--- src/rtl/cmd_pulse_tx.sv ---
// Transmit-side command pulse shaper: turns single-cycle requests into fixed-width
// line pulses separated by a guaranteed low gap, queueing requests that arrive early.
module cmd_pulse_tx #(
  parameter int PULSE_WIDTH = 3,
  parameter int GAP_WIDTH   = 3,
  parameter int PEND_WIDTH  = 2
) (
  input  logic                  clk,
  input  logic                  aclr,
  input  logic                  req,
  output logic                  out,
  output logic                  busy,
  output logic [PEND_WIDTH-1:0] pend,
  output logic                  ovf
);

  localparam int CNT_MAX = ((PULSE_WIDTH > GAP_WIDTH) ? PULSE_WIDTH : GAP_WIDTH) - 1;
  localparam int CW      = (CNT_MAX < 1) ? 1 : $clog2(CNT_MAX + 1);

  localparam logic [CW-1:0]         PULSE_LOAD = CW'(PULSE_WIDTH - 1);
  localparam logic [CW-1:0]         GAP_LOAD   = CW'(GAP_WIDTH - 1);
  localparam logic [CW-1:0]         CNT_ZERO   = '0;
  localparam logic [CW-1:0]         CNT_ONE    = CW'(1);
  localparam logic [PEND_WIDTH-1:0] PEND_ZERO  = '0;
  localparam logic [PEND_WIDTH-1:0] PEND_ONE   = PEND_WIDTH'(1);
  localparam logic [PEND_WIDTH-1:0] PEND_MAX   = '1;

  typedef enum logic [1:0] {
    IDLE = 2'd0,
    HIGH = 2'd1,
    GAP  = 2'd2
  } state_t;

  state_t                  state_reg, state_next;
  logic [CW-1:0]           cnt_reg, cnt_next;
  logic [PEND_WIDTH-1:0]   pend_reg, pend_next;
  logic                    ovf_reg, ovf_next;
  logic                    out_reg, busy_reg;
  logic                    cnt_done;

  assign cnt_done = (cnt_reg == CNT_ZERO);

  always_comb begin
    state_next = state_reg;
    cnt_next   = cnt_reg;
    pend_next  = pend_reg;
    ovf_next   = ovf_reg;

    case (state_reg)
      IDLE: begin
        if (req) begin
          state_next = HIGH;
          cnt_next   = PULSE_LOAD;
        end
      end

      HIGH: begin
        if (!cnt_done) begin
          cnt_next = cnt_reg - CNT_ONE;
        end else begin
          state_next = GAP;
          cnt_next   = GAP_LOAD;
        end
        if (req) begin
          if (pend_reg != PEND_MAX) pend_next = pend_reg + PEND_ONE;
          else                      ovf_next  = 1'b1;
        end
      end

      GAP: begin
        if (!cnt_done) begin
          cnt_next = cnt_reg - CNT_ONE;
          if (req) begin
            if (pend_reg != PEND_MAX) pend_next = pend_reg + PEND_ONE;
            else                      ovf_next  = 1'b1;
          end
        end else if (pend_reg != PEND_ZERO) begin
          // Gap end with work queued: a coincident req replaces the one consumed.
          state_next = HIGH;
          cnt_next   = PULSE_LOAD;
          if (!req) pend_next = pend_reg - PEND_ONE;
        end else if (req) begin
          state_next = HIGH;
          cnt_next   = PULSE_LOAD;
        end else begin
          state_next = IDLE;
        end
      end

      default: begin
        state_next = IDLE;
        cnt_next   = CNT_ZERO;
        pend_next  = PEND_ZERO;
      end
    endcase
  end

  // Line outputs get their own flops loaded from the next state, so they are
  // glitch-free and have no combinational path from req.
  always_ff @(posedge clk) begin
    if (aclr) begin
      state_reg <= IDLE;
      cnt_reg   <= CNT_ZERO;
      pend_reg  <= PEND_ZERO;
      ovf_reg   <= 1'b0;
      out_reg   <= 1'b0;
      busy_reg  <= 1'b0;
    end else begin
      state_reg <= state_next;
      cnt_reg   <= cnt_next;
      pend_reg  <= pend_next;
      ovf_reg   <= ovf_next;
      out_reg   <= (state_next == HIGH);
      busy_reg  <= (state_next != IDLE);
    end
  end

  assign out  = out_reg;
  assign busy = busy_reg;
  assign pend = pend_reg;
  assign ovf  = ovf_reg;

endmodule

--- config.mk ---
export PLATFORM = sky130hd
export DESIGN_NAME = cmd_pulse_tx
export DESIGN_NICKNAME = d
export VERILOG_FILES = /design/src/rtl/cmd_pulse_tx.sv
export SDC_FILE = /design/constraint.sdc
export NUM_CORES = 1
export LEC_CHECK = 0
export ABC_AREA = 1
export ABC_CLOCK_PERIOD_IN_PS = 1960
export CAP_MARGIN = 20
export CORE_AREA = 2 2 39 41
export DETAILED_ROUTE_END_ITERATION = 16
export DIE_AREA = 0 0 41 43
export DONT_BUFFER_PORTS = 1
export GPL_ROUTABILITY_DRIVEN = 0
export PLACE_DENSITY = 0.68
export SLEW_MARGIN = 20
export SYNTH_ARGS = -nofsm -noshare
export SYNTH_HDL_FRONTEND = slang
export SYNTH_SLANG_ARGS = --single-unit
--- constraint.sdc ---
create_clock -name clk -period 1.96 [get_ports clk]
set_clock_uncertainty 0.15 [all_clocks]
set_input_delay 0.196 -clock clk [delete_from_list [all_inputs] [get_ports clk]]
set_output_delay 0.196 -clock clk [all_outputs]
set_load 0.01 [all_outputs]
==> impl_metrics.py <==
metrics = {
    "run_status": {
        "status": "complete, no violations",
    },
    "setup_path": {
        "startpoint": "pend[0]",
        "crit_required_ps": 2000,
        "cp_cell_sequence": "inv_1 > ha_1 > inv_1 > nand2_1 > nand2_1 > nand2_2 > nor2_2 > nand2_1 > a21oi_2",
        "start_kind": "register",
        "r2r_start": "pend[0]",
        "critPathSlowestCell": "dfxtp_1",
        "worstSetupPathType": "register to register",
        "arrival_ps": 1610,
        "cp-end-kind": "register",
        "critPathMostFrequentCell": "nand2_1",
        "cpPeakStageDelay_ps": 470,
        "cp_max_fo": 6,
    },
    "sta": {
        "fin_ws_ps": 388.9,
        "rsz0062_at_grt": "no",
        "relSlewSlack_pct": 82.38,
        "fin_crit_sh_pct": 80.16,
        "final_max_slew_viol_count": 0,
        "fin_crit_ps": 1571,
        "setup_violations": 0,
        "finalHoldViolCount": 0,
        "tightest_slew_ps": 264.0,
        "fmax_ghz": 0.6365,
        "timing.setup.tns_ps": 0,
    },
    "floorplanning": {
        "ios": 8,
        "fp.dieArea_um2": 1763,
        "die_w_um": 41,
        "num_rows": 14,
        "coreArea_um2": 1384,
        "die_h_um": 43,
        "start_util_pct": 47.92,
    },
    "synthesis": {
        "synth_seq_cells": 9,
        "netlist_area_um2": 663.1,
        "syn_inst": 98,
        "synth_largest_area_cell": "dfxtp_1",
        "synth-simple-area-share_pct": 28.87,
        "synth_area_leaders": "dfxtp_1, ha_1, nand2_1",
        "synth_seq_area_share_pct": 27.17,
        "muxShareOfSynthArea_pct": 0,
        "yosys.cell_types.count": 18,
        "synthArstFlopShare_pct": 0,
        "synth_compound_area_share_pct": 9.434,
        "synthXorXnorAreaFrac_pct": 0,
        "synth_top_family_by_area": "simple AND/OR/NAND/NOR gates",
        "syn-num-nets": 113,
        "synth_edf_count": 0,
        "synthAdderAreaFrac_pct": 22.64,
        "ys_warn_count": 0,
        "synth_most_common_cell": "nand2_1",
        "synth_top_area_share_pct": 27.17,
        "synth_commonest_cells": "nand2_1, inv_1, ha_1",
        "syn_area_per_cell_um2": 6.767,
        "synth-main-ff-cell": "dfxtp_1",
    },
    "placed_design": {
        "io_buffers": 0,
        "dp_hpwl_um": 922.4,
        "post-place-ws_ps": 387.2,
        "dp.cells": 114,
    },
    "pwr": {
        "p_per_area_nw_per_um2": 687.9,
        "vdd_drop_max_v": 0.0003762,
        "leakagePower_nw": 0.3950,
    },
    "detailed_routing": {
        "num_vias": 571,
        "via_per_inst": 4.758,
        "drt_iter0_drc": 12,
        "firstDrtPassIters": 4,
        "drc": 0,
        "routedWlPerCell_um": 9.500,
        "wirelength_um": 1140,
        "detail-route-antenna-nets": 0,
    },
    "final_layout": {
        "area_growth_pct": 10.00,
        "nets": 120,
        "regArea_um2": 180.2,
        "multi_input_area_um2": 404.1,
        "fill_cells": 131,
        "diodes": 0,
        "final-instance-count-excl-fill": 120,
        "drive_gt1_share_pct": 7.692,
    },
    "clock_tree": {
        "cts.root.buffer_cell": "clkbuf_4",
        "cts_tree": "done",
        "post_cts_buffers": 0,
        "cts_buffers": 3,
        "cts_sinks": 9,
        "clockBufferDepth": 2,
        "clkTransAtPathRegs_ps": 60,
        "h-tree-depth": 1,
        "worstSkewPairLatency_ps": 250,
    },
    "grt": {
        "gr-total-overflow": 0,
        "grt_usage_pct": 16.89,
        "grt_pass1_wl_um": 1966,
        "grt_max_degree": 8,
        "antenna_found_initial": 0,
        "grt_pass1_vias": 525,
    },
    "flow_run": {
        "drv_cap": 0,
    },
    "hold_path": {
        "hold_start": "req",
        "worstHoldPathType": "primary input to register",
    },
}
==> cells by family (layout without fill, tap and decap cells) <==
logic type / Yosys count / count (layout)
AOI/OAI and AO/OA: 10 / 10
DFF: 9 / 9
buffers and inverters: 21 / 27
adders and majority gates: 12 / 12
and+or+nand+nor: 46 / 46
==> layout make-up <==
class / count / area share, %
inverters: 21 / 10.81
flip-flops and latches: 9 / 24.70
well taps: 16 / 2.744
multi-input cells: 68 / 55.40
clock buffers: 4 / 3.602
repair buffers: 2 / 2.744
==> what timing repair did <==
item,4_1_cts,5_1_grt
hold buffers,2,0
hold endpoints to repair,9,0
resized for setup,0,0
==> final timing paths <==
check | endpoint | slack (ps) | cells past startpoint
max | pend[1] | 390 | 9
min | pend[0] | 150 | 6
max reg2reg | pend[1] | 390 | 9
min reg2reg | ovf | 350 | 2
==> critical path, delay by kind of cell, from the launching register on <==
| kind | cells | cell delay [ps] |
|---|---|---|
| DFF | 1 | 470 |
| buffers and inverters | 2 | 190 |
| AOI/OAI and AO/OA | 1 | 110 |
| and+or+nand+nor | 5 | 370 |
| adders and majority gates | 1 | 230 |
==> per-stage QoR <==
stage          power, mW  cell area [um2]  hold slack (ps)  util (%)
6_report          0.5018            729.5            145.5     52.71
5_1_grt           0.5450            729.5            173.3     52.71
4_1_cts           0.5094            729.5            140.3     52.71
3_5_place_dp      0.3670            683.2            111.8     49.37
3_3_place_gp      0.3662            683.2            111.1     49.37
2_1_floorplan     0.3367            663.1            108.4         -
==> report_power, final <==
part,switching [mW],internal [mW]
clock network,0.0557,0.0779
registers,0.0169,0.202
logic,0.0947,0.0542
==> layout by cell type (no fill, tap or decap), types with 2 or more instances in the layout <==
cell           instances
nand2_1               29
nand3_1                4
o211ai_1               2
dlygate4sd3_1          2
ha_1                  12
o21ai_0                2
a21oi_1                3
clkbuf_4               3
inv_1                 20
dfxtp_1                9
nor2_1                 7
nand2_2                2
==> routing by layer <==
| layer | GRT usage, % | wire length [um] |
|---|---|---|
| met1 | 21.71 | 573 |
| met2 | 23.75 | 518 |
| met3 | 3.665 | 28 |
| met4 | 12.00 | 20 |
| met5 | 0 | 0 |
(Power assumes the default switching activity.)
